`src/rtl/latch_dump_serializer.sv`:
```
// latch_dump_serializer
// Takes a snapshot of the four pipeline inter-stage latches when a dump is
// requested. It then streams the snapshot into the UART TX FIFO as 32-bit
// words, low word first, behind a header word {MAGIC, 8'd11, seq}.
// The FIFO full flag can stall the stream at any word. While stalled, the
// current word is held and nothing is dropped or duplicated.
// Build option: define LATCH_DUMP_CHECKSUM_EN to append an XOR checksum
// word (header ^ D[0..10]) after the last data word.
//
// state | meaning
// ------+------------------------------------------------------------
// IDLE  | waiting for i_start; snapshot captured on the leaving edge
// HDR   | presenting header word
// DATA  | presenting snapshot word idx_q (0..10)
// CKSUM | presenting XOR checksum (checksum build only)
// DONE  | one-cycle o_done pulse; dump sequence number advances

module latch_dump_serializer #(
    parameter logic [7:0] MAGIC  = 8'hA5,
    parameter int         WORD_W = 32
) (
    input  logic              i_clk,
    input  logic              i_reset,
    input  logic              i_start,
    input  logic [63:0]       i_IF_ID_latch,
    input  logic [138:0]      i_ID_EX_latch,
    input  logic [75:0]       i_EX_MEM_latch,
    input  logic [70:0]       i_MEM_WB_latch,
    input  logic              i_fifo_full,
    output logic [WORD_W-1:0] o_data_to_fifo,
    output logic              o_write_en_fifo,
    output logic              o_busy,
    output logic              o_done
);

    localparam int         SNAP_W   = 352;
    localparam int         N_DATA   = 11;
    localparam logic [3:0] LAST_IDX = 4'd10;
    localparam logic [7:0] COUNT_F  = 8'd11;

    typedef enum logic [2:0] {
        S_IDLE  = 3'd0,
        S_HDR   = 3'd1,
        S_DATA  = 3'd2,
        S_CKSUM = 3'd3,
        S_DONE  = 3'd4
    } state_t;

    state_t              state_q, state_d;
    logic [3:0]          idx_q, idx_d;
    logic [SNAP_W-1:0]   snap_q, snap_d;
    logic [15:0]         seq_q, seq_d;

    logic                wr;
    logic [31:0]         hdr_word;
    logic [SNAP_W-1:0]   snap_shift;
    logic [31:0]         data_word;
`ifdef LATCH_DUMP_CHECKSUM_EN
    logic [31:0]         cksum_word;
`endif

    // State register and datapath flops; reset abandons any partial frame
    always_ff @(posedge i_clk or negedge i_reset) begin
        if (!i_reset) begin
            state_q <= S_IDLE;
            idx_q   <= 4'd0;
            snap_q  <= '0;
            seq_q   <= 16'h0000;
        end else begin
            state_q <= state_d;
            idx_q   <= idx_d;
            snap_q  <= snap_d;
            seq_q   <= seq_d;
        end
    end

    // Word sources: header, selected data word, and optional checksum
    always_comb begin
        hdr_word   = {MAGIC, COUNT_F, seq_q};
        snap_shift = snap_q >> {idx_q, 5'b00000};
        data_word  = snap_shift[31:0];
`ifdef LATCH_DUMP_CHECKSUM_EN
        cksum_word = hdr_word;
        for (int k = 0; k < N_DATA; k++) begin
            cksum_word = cksum_word ^ snap_q[k*32 +: 32];
        end
`endif
    end

    // Next-state logic; states that write a word advance only on an accepted write
    always_comb begin
        state_d = state_q;
        idx_d   = idx_q;
        snap_d  = snap_q;
        seq_d   = seq_q;
        case (state_q)
            S_IDLE: begin
                if (i_start) begin
                    snap_d  = {2'b00, i_MEM_WB_latch, i_EX_MEM_latch,
                               i_ID_EX_latch, i_IF_ID_latch};
                    idx_d   = 4'd0;
                    state_d = S_HDR;
                end
            end
            S_HDR: begin
                if (wr) begin
                    idx_d   = 4'd0;
                    state_d = S_DATA;
                end
            end
            S_DATA: begin
                if (wr) begin
                    if (idx_q == LAST_IDX) begin
                        idx_d   = 4'd0;
`ifdef LATCH_DUMP_CHECKSUM_EN
                        state_d = S_CKSUM;
`else
                        state_d = S_DONE;
`endif
                    end else begin
                        idx_d = idx_q + 4'd1;
                    end
                end
            end
            S_CKSUM: begin
                if (wr) begin
                    state_d = S_DONE;
                end
            end
            S_DONE: begin
                seq_d   = seq_q + 16'd1;
                state_d = S_IDLE;
            end
            default: begin
                state_d = S_IDLE;
            end
        endcase
    end

    // Outputs decoded from registered state; the strobe is gated combinationally by full
    always_comb begin
        wr              = 1'b0;
        o_data_to_fifo  = '0;
        o_busy          = (state_q != S_IDLE);
        o_done          = (state_q == S_DONE);
        case (state_q)
            S_HDR: begin
                o_data_to_fifo = hdr_word;
                wr             = ~i_fifo_full;
            end
            S_DATA: begin
                o_data_to_fifo = data_word;
                wr             = ~i_fifo_full;
            end
`ifdef LATCH_DUMP_CHECKSUM_EN
            S_CKSUM: begin
                o_data_to_fifo = cksum_word;
                wr             = ~i_fifo_full;
            end
`endif
            default: begin
                o_data_to_fifo = '0;
            end
        endcase
        o_write_en_fifo = wr;
    end

endmodule

```
`config.mk`:
```
export PLATFORM = sky130hd
export DESIGN_NAME = latch_dump_serializer
export DESIGN_NICKNAME = d
export VERILOG_FILES = /design/src/rtl/latch_dump_serializer.sv
export SDC_FILE = /design/constraint.sdc
export NUM_CORES = 1
export LEC_CHECK = 0
export CAP_MARGIN = 30
export CORE_MARGIN = 2
export CORE_UTILIZATION = 35
export DETAILED_ROUTE_END_ITERATION = 12
export PLACE_DENSITY = 0.56
export SLEW_MARGIN = 20
export SYNTH_ARGS = -nofsm -noshare
export SYNTH_HDL_FRONTEND = slang
export SYNTH_SLANG_ARGS = --single-unit
export TNS_END_PERCENT = 5
```
`constraint.sdc`:
```
create_clock -name i_clk -period 2.8 [get_ports i_clk]
set_input_delay 0.56 -clock i_clk [delete_from_list [all_inputs] [get_ports i_clk]]
set_output_delay 0.56 -clock i_clk [all_outputs]
set_load 0.02 [all_outputs]
```
After elaboration in Yosys (flattened, before gate mapping) --
Cells that the tools add are included.
Storage, ports and cells: register bits 373, bits in latches 0, bits in writable memories 0, bits in read-only memories 0, output and inout bits 35, memories 0
Operators by class: $add $sub $neg 2, multipliers 0, divide/modulo/power cells 0, $lt $le $gt $ge 0, equal/unequal tests 10, shifts and indexed selects 1, muxes and demuxes 13, bitwise logic cells 1, reductions and logical operators 7
Operator list (count):
- >> shifter 350 x 9 -> 32 bit | 1
- one-hot mux 32 bit (2 select lines) | 1
- adder 16 x 1 -> 16 bit (second input constant) | 1
- two-way mux 4 bit | 4
- two-way mux 3 bit | 5
- one-hot mux 3 bit (4 select lines) | 1
- one-hot mux 4 bit (3 select lines) | 1
- inequality test 2 bit (second input constant) | 5
- == test 3 x 2 -> 1 bit (second input constant) | 2
- nonzero test 3 bit | 2
- AND reduction 5 bit | 1
- adder 4 x 1 -> 4 bit (second input constant) | 1
- == test 4 bit (second input constant) | 1
- AND reduction 4 bit | 1
- == test 3 x 1 -> 1 bit (second input constant) | 1
- == test 3 bit (second input constant) | 1
- zero test 3 bit | 1
- AND reduction 2 bit | 1
- OR reduction 2 bit | 1
- two-way mux 1 bit | 1
- inverter 1 bit | 1

Depth between registers and ports, before layout --
Gate-level depths: netlist of the first run.
depth in word-level cells 5, depth in mapped cells 8, mapped depth without buffers 5

Worst setup path after synthesis of the first run --
No wires, ideal clock.
path kind register to output, start point register idx_q[1], end point output o_data_to_fifo[18], data arrival time 1702 ps, path slack 538 ps, cell stages (with the launch flop) 7, cells stage by stage dfrtp_1 or3b_2 clkbuf_1 clkbuf_1 nor2_1 a21oi_1 a21oi_1
On the way: longest elaborated chain between the ends 2
Ends and longest elaborated chain:
- from (decl) | line 50 | logic [3:0] idx_q, idx_d;
- from (signal assigned) | line 71 | idx_q <= idx_d;
- >> shifter 350 x 9 -> 32 bit | line 80 | snap_shift = snap_q >> {idx_q, 5'b00000};
- one-hot mux 32 bit (2 select lines) | line 146 | case (state_q)
- to (decl) | line 30 | output logic [WORD_W-1:0] o_data_to_fifo,
No other way between the ends.

Worst setup path after layout of the first run --
start point register idx_q[0], end point output o_data_to_fifo[16]
The elaborated chain is that of the path after synthesis.

==> results of run 1 <==
## cell families after synthesis
family | synth area share, %
xor gates and xnor gates | 0.812
and+or+nand+nor | 3.10
muxes | 32.9
AOI/OAI and AO/OA | 4.92
adders and majority gates | 0.218
DFF | 54.1
buffers and inverters | 3.90
## cells in the final DEF (no fill, tap or decap), types with 22 or more instances in the layout
master / synthesis / final
clkbuf_16: 0 / 47
mux2_1: 300 / 300
mux4_2: 27 / 27
a21oi_1: 32 / 27
buf_4: 12 / 91
mux2i_1: 112 / 98
dfrtp_1: 373 / 370
mux2_2: 51 / 51
nand2_1: 33 / 32
clkdlybuf4s50_1: 0 / 354
a22oi_1: 50 / 30
buf_12: 3 / 29
nand3_1: 24 / 22
## final cells by class
cell class,count,area [sq um]
diodes,12,30.0
clock buffers,69,1330
clock inverters,12,116
fillers,4312,24200
inverters,6,22.5
multi-input cells,733,7590
flip-flops and latches,373,9340
well taps,664,831
repair buffers,503,5260
## per-layer routing
metal	GRT usage, %	share of wire (%)	vias to the layer above
li1	-	-	5353
met1	28.3	45	5951
met2	31.4	46	292
met3	5.27	6.1	73
met4	7.80	2.5	8
met5	0	0.093	-
## power by group
| group | switching [uW] | internal [uW] | leakage, uW | total, uW |
|---|---|---|---|---|
| clock | 2300 | 3440 | 0.000712 | 5740 |
| sequential | 1330 | 8000 | 0.00447 | 9330 |
| combinational | 4550 | 5270 | 0.00504 | 9820 |
## registers in the layout, indices dropped and copies added (netlist names)
register,count
snap_q,350
idx_q,4
seq_q,16
state_q,3
## how the worst min path moves through the flow
stage                     slack, ns                    start                      end  depth (start not counted)
after floorplan                0.26                  i_reset     idx_q[0]$_DFFE_PN0P_                          0
after global routing           0.50  snap_q[165]$_DFFE_PN0P_  snap_q[165]$_DFFE_PN0P_                          1
after global placement         0.46  snap_q[254]$_DFFE_PN0P_  snap_q[254]$_DFFE_PN0P_                          1
after CTS                      0.48  snap_q[109]$_DFFE_PN0P_  snap_q[109]$_DFFE_PN0P_                          1
after detailed placement       0.47  snap_q[159]$_DFFE_PN0P_  snap_q[159]$_DFFE_PN0P_                          1
final                          0.48  snap_q[109]$_DFFE_PN0P_  snap_q[109]$_DFFE_PN0P_                          1
## cells in the mapped netlist (5+ instances only)
library cell	count	area share [%]
mux4_2	27	3.5
o21ai_0	9	0.26
mux2_2	51	3.3
nand4_1	5	0.18
nand2_1	33	0.72
buf_2	16	0.46
o2bb2ai_1	22	1.1
clkbuf_1	19	0.41
a21oi_1	32	0.93
buf_6	30	2.0
nand3_1	24	0.70
a22oi_1	50	2.2
buf_4	12	0.52
dfrtp_1	373	54
xnor2_1	14	0.71
nor2_1	15	0.33
inv_1	5	0.11
mux2i_1	112	6.5
mux2_1	300	20
## through the flow
| stage | cells | worst slack [ns] | instance area [sq um] |
|---|---|---|---|
| 6_report | 2372 | -0.269 | 24500 |
| 2_1_floorplan | 1195 | 0.538 | 17300 |
| 3_3_place_gp | 2255 | -0.158 | 22400 |
| 4_1_cts | 2353 | -0.355 | 24400 |
| 5_1_grt | 2371 | -0.389 | 24500 |
| 3_5_place_dp | 2255 | -0.165 | 22400 |
## timing repair
action,in CTS,in global routing
buffers inserted,10,7
endpoints found under the hold margin,45,0
setup endpoints to repair,33,32
resized for setup,205,25
pin swaps,18,11
hold buffers,1,0
gates cloned,6,0
## worst max-delay path: stages, from the launching register on
cell,delay [ns]
dfrtp_4,0.46
buf_6,0.14
buf_12,0.14
buf_12,0.14
mux4_2,0.52
mux2i_2,0.17
buf_4,0.17
o21ai_2,0.05
buf_6,0.14
==> results.sh, run 1 <==
export IMPL_avgViaCountPerCell=4.92
export IMPL_fmax_ghz=0.326
export IMPL_period_share_pct=110
export IMPL_core_area_sq_um=48700
export IMPL_crit_path_end_kind="output port"
export IMPL_cts_root_buf="clkbuf_16"
export IMPL_rsz0062_at_grt="true"
export IMPL_ant_nets=0
export IMPL_clock_latency_ns=0.57
export IMPL_wl_um=52500
export IMPL_finClkSkew_ns=0.0125
export IMPL_route_detailed_drc=0
export IMPL_cts_buffers=45
export IMPL_synthArstFlopShare_pct=100
export IMPL_reg2reg_depth=6
export IMPL_hold_viol=0
export IMPL_slew_limit_headroom_pct=61.3
export IMPL_drive_gt1_share_pct=21.3
export IMPL_tns_ns=-6.14
export IMPL_r2r_end="snap_q[18]$_DFFE_PN0P_"
export IMPL_die_w_um=226
export IMPL_final_util_pct=50.3
export IMPL_min_period_ns=3.07
export IMPL_grt_remaining_overflow=0
export IMPL_synth_cell_area_sq_um=17300
export IMPL_violations="setup timing"
export IMPL_ys_seq_area_share_pct=54.1
export IMPL_worstSetupEndpoint="o_data_to_fifo[16]"
export IMPL_ys_flop_type="dfrtp_1"
export IMPL_crit_fanout=8
export IMPL_path_clk_slew_ns=0.05
export IMPL_dieArea_sq_um=51100
export IMPL_worstSetupStartpoint="idx_q[0]$_DFFE_PN0P_"
export IMPL_powerDensity_nw_per_um2=1010
export IMPL_area_delta_synth_final_pct=42.2
export IMPL_antenna_found_initial=16
export IMPL_synth_edff_count=0
export IMPL_whs_ns=0.479
export IMPL_synth_warnings=0
export IMPL_maxCapViolCount=0
export IMPL_nets=2019
export IMPL_peakVddDrop_mv=0.387
export IMPL_dp_hpwl_um=38600
export IMPL_grt_pass1_vias=12500
export IMPL_setup_ws_ns=-0.269
export IMPL_p_leak_uw=0.0102
export IMPL_htree_levels=2
export IMPL_finalPower_uw=24900
export IMPL_worst_ep_required_time_ns=2.24
export IMPL_grt_pass1_wl_um=78200
export IMPL_synth_net_count=1552
export IMPL_grt_max_degree=70
export IMPL_num_rows=81
export IMPL_ios=389
export IMPL_status="finished, violations left"
export IMPL_syn_area_per_cell_sq_um=14.4
export IMPL_crit_reg2reg_launch="state_q[0]$_DFFE_PN0P_"
export IMPL_cp_arrival_ns=2.51
export IMPL_drt_pass1_iter_count=5
export IMPL_slew_viol_final=0
export IMPL_drtIter0Drc=511
export IMPL_start_util_pct=35.4
export IMPL_clkSinkCount=373
export IMPL_dr_total_vias=11700
export IMPL_syn_inst=1195
export IMPL_die_h_um=226
export IMPL_ys_types=45
export IMPL_crit_path_start_kind="flop"
export IMPL_hp_class="flop to flop"
export IMPL_worstMarginPinSlew_ns=0.579
export IMPL_gp_congestion=0.829
export IMPL_criticalPathCategory="flop to output port"
export IMPL_cts_tree="done"
export IMPL_wl_per_cell_um=22.1
export IMPL_rrSetupSlack_ns=0.65
export IMPL_numPortBuffers=388
export IMPL_track_usage_pct=20.7
export IMPL_ys_ff_latch=373
export IMPL_clockBufferDepth=3
export IMPL_finalSetupViolations=32
Note: power is estimated with default switching activity, not from simulation.
==> run 2, diff against run 1 <==
--- a/config.mk
+++ b/config.mk
@@ -5,11 +5,13 @@
 export SDC_FILE = /design/constraint.sdc
 export NUM_CORES = 1
 export LEC_CHECK = 0
+export ABC_AREA = 1
 export CAP_MARGIN = 30
+export CORE_ASPECT_RATIO = 0.6
 export CORE_MARGIN = 2
 export CORE_UTILIZATION = 35
 export DETAILED_ROUTE_END_ITERATION = 12
-export PLACE_DENSITY = 0.56
+export PLACE_DENSITY = 0.55
 export SLEW_MARGIN = 20
 export SYNTH_ARGS = -nofsm -noshare
 export SYNTH_HDL_FRONTEND = slang
==> run 2 against run 1 <==
Effect of this change: the run still ends with setup timing left; synthesized cell count rose by 61%; fmax grew 0.51%; largest power group unchanged; flip-flop and latch count is the same; via count rose by 28%; register-to-register slack better by 0.18 ns; non-clock buffer count shrank 17; clock skew increased by 0.0053 ns.
==> results.sh, run 2 <==
export IMPL_place_area_sq_um=23400
export IMPL_status="finished, violations left"
export IMPL_slew_limit_headroom_pct=56.3
export IMPL_mostFrequentLayoutCells="396 x nand2_1, 370 x dfrtp_1, 354 x clkdlybuf4s50_1, 249 x nor2_1, 170 x a21oi_1"
export IMPL_cp_num_cells=7
export IMPL_dp_hpwl_um=47400
export IMPL_path_clk_slew_ns=0.07
export IMPL_htree_levels=2
export IMPL_cts_root_buf="clkbuf_16"
export IMPL_drive_gt1_share_pct=21.7
export IMPL_dr_total_vias=15000
export IMPL_die_w_um=300
export IMPL_n_fill_cell=4814
export IMPL_cts_tree="done"
export IMPL_antenna_found_initial=7
export IMPL_wl_um=64300
export IMPL_p_leak_uw=0.0122
export IMPL_finalSetupViolations=32
export IMPL_period_share_pct=109
export IMPL_grt_remaining_overflow=0
export IMPL_regMostFlops="snap_q"
export IMPL_syn_inst=1924
export IMPL_slew_viol_final=0
export IMPL_multi_input_area_sq_um=8210
export IMPL_core_area_sq_um=52200
export IMPL_ys_seq_area_share_pct=50.7
export IMPL_wl_per_cell_um=20.9
export IMPL_clock_latency_ns=0.54
export IMPL_drtIter0Drc=1289
export IMPL_nets=2691
export IMPL_grt_max_degree=67
export IMPL_finClkSkew_ns=0.0178
export IMPL_maxCapViolCount=0
export IMPL_reg_top3="snap_q: 350 flops, seq_q: 16 flops, idx_q: 4 flops"
export IMPL_grt_pass1_wl_um=95600
export IMPL_yosysMostFrequentCell="nand2_1"
export IMPL_cp_arrival_ns=2.49
export IMPL_min_period_ns=3.05
export IMPL_start_util_pct=35.3
export IMPL_rsz0062_at_grt="true"
export IMPL_critPathBufInv=3
export IMPL_powerDensity_nw_per_um2=1050
export IMPL_ios=389
export IMPL_synth_warnings=0
export IMPL_area_delta_synth_final_pct=39.2
export IMPL_ant_nets=0
export IMPL_synth_net_count=2281
export IMPL_criticalPathCategory="flop to output port"
export IMPL_die_h_um=182
export IMPL_peakVddDrop_mv=0.432
export IMPL_dp_slack_ns=-0.129
export IMPL_final_common_cell="nand2_1"
export IMPL_crit_path_start_kind="flop"
export IMPL_syn_area_per_cell_sq_um=9.57
export IMPL_synthArstFlopShare_pct=100
export IMPL_worstSetupStartpoint="idx_q[0]$_DFFE_PN0P_"
export IMPL_drt_pass1_iter_count=5
export IMPL_r2r_end="state_q[0]$_DFFE_PN0P_"
export IMPL_synth_top_area_share_pct=50.7
export IMPL_final_util_pct=49.1
export IMPL_hp_class="flop to flop"
export IMPL_synth_cell_area_sq_um=18400
export IMPL_clkSinkCount=373
export IMPL_crit_path_end_kind="output port"
export IMPL_cp_cell_sequence="buf_12 > buf_6 > o211ai_1 > nand3_1 > nand3_2 > a21oi_1 > buf_4"
export IMPL_ys_flop_type="dfrtp_1"
export IMPL_worstSetupEndpoint="o_data_to_fifo[20]"
export IMPL_ys_types=28
export IMPL_post_route_cell_area_sq_um=25600
export IMPL_finalPower_uw=26900
export IMPL_yosysTopAreaCell="dfrtp_1"
export IMPL_critical_path_max_stage_delay_ns=0.53
export IMPL_critPathTopFamily="compound AO/OA/AOI/OAI gates"
export IMPL_avgViaCountPerCell=4.87
export IMPL_hold_viol=0
export IMPL_clockBufferDepth=3
export IMPL_worst_ep_required_time_ns=2.24
export IMPL_route_detailed_drc=0
export IMPL_seq_area_sq_um=9340
export IMPL_cts_buffers=39
export IMPL_largest_register_ffs=350
export IMPL_num_rows=65
export IMPL_setup_ws_ns=-0.254
export IMPL_grt_pass1_vias=15100
export IMPL_synth_area_leaders="dfrtp_1 51%, mux2_4 13%, nand2_1 8.4%"
export IMPL_dieArea_sq_um=54500
export IMPL_fmax_ghz=0.327
export IMPL_reg2reg_depth=10
export IMPL_numPortBuffers=388
export IMPL_worstMarginPinSlew_ns=0.656
export IMPL_violations="setup timing"
export IMPL_crit_reg2reg_launch="idx_q[0]$_DFFE_PN0P_"
export IMPL_crit_slowest_cell="dfrtp_4"
export IMPL_track_usage_pct=23.4
export IMPL_gp_congestion=1.01
export IMPL_netlist_top_cells_count="414 x nand2_1, 373 x dfrtp_1, 250 x nor2_1, 189 x a21oi_1, 160 x mux2_4"
export IMPL_rrSetupSlack_ns=0.83
export IMPL_crit_fanout=13
export IMPL_synth_edff_count=0
export IMPL_ys_ff_latch=373
-- run 2: report_power, final --
group          internal [uW]  switching (uW)
clock network           3450            2240
registers               8000            1340
logic                   5710            6120
-- run 2: area by class of cell --
| cell class | count | share of cell area (%) |
|---|---|---|
| antenna | 7 | 0.0684 |
| clock buffer | 57 | 4.59 |
| clock inverter | 10 | 0.781 |
| inverter | 152 | 2.25 |
| multi-input combinational | 1282 | 32.0 |
| sequential | 373 | 36.5 |
| tap | 703 | 3.43 |
| timing repair buffer | 486 | 20.4 |
-- run 2: cell families after synthesis --
family | after synthesis | share of synthesized area [%]
AND/OR/NAND/NOR | 809 | 17.8
flip-flops | 373 | 50.7
buffers and inverters | 269 | 6.87
multiplexers | 232 | 17.5
AO/OA/AOI/OAI | 224 | 6.33
XOR/XNOR | 14 | 0.666
adder cells (fa/ha/maj) | 3 | 0.204
-- run 2: worst min path at each step --
| stage | from | endpoint | slack (ns) | cells after the start |
|---|---|---|---|---|
| finish | seq_q[15]$_DFFE_PN0P_ | seq_q[15]$_DFFE_PN0P_ | 0.49 | 1 |
| global route | seq_q[15]$_DFFE_PN0P_ | seq_q[15]$_DFFE_PN0P_ | 0.51 | 1 |
| CTS | seq_q[15]$_DFFE_PN0P_ | seq_q[15]$_DFFE_PN0P_ | 0.49 | 1 |
| detailed placement | seq_q[15]$_DFFE_PN0P_ | seq_q[15]$_DFFE_PN0P_ | 0.48 | 1 |
| global placement | seq_q[15]$_DFFE_PN0P_ | seq_q[15]$_DFFE_PN0P_ | 0.46 | 1 |
| floorplan | i_reset | idx_q[0]$_DFFE_PN0P_ | 0.26 | 0 |
-- run 2: metrics by stage --
step                instances  hold WS [ns]  setup TNS (ns)
global placement         2975         0.462           -1.18
finish                   3070         0.490           -4.02
CTS                      3058         0.492           -4.61
floorplan                1924         0.264               0
global route             3065         0.506           -7.53
detailed placement       2975         0.482           -1.34
-- run 2: timing repair --
item                       4_1_cts  5_1_grt
gates cloned                     5        0
resized for setup              269       22
pin swaps                       40       12
setup endpoints to repair       33       34
setup buffers                   11        5
hold buffers                     1        0
hold endpoints to repair        16        0
-- run 2: metal layers --
layer / wire length, um / vias to the layer above / global-route usage [%]
met2: 26400 / 459 / 32.6
met5: 182 / - / 2.20
met3: 5320 / 66 / 6.83
met1: 31500 / 7380 / 35.7
met4: 928 / 4 / 4.22
li1: - / 7054 / -
-- run 2: worst register-to-register path, cell delays in order, from the launching register on --
cell and delay (ns):
dfrtp_4 0.53, buf_12 0.15, inv_4 0.08, buf_8 0.17, buf_4 0.15, ha_1 0.14
nand2_1 0.09, nand2_1 0.13, nand3_1 0.14, o21ai_0 0.20, nand2_1 0.07
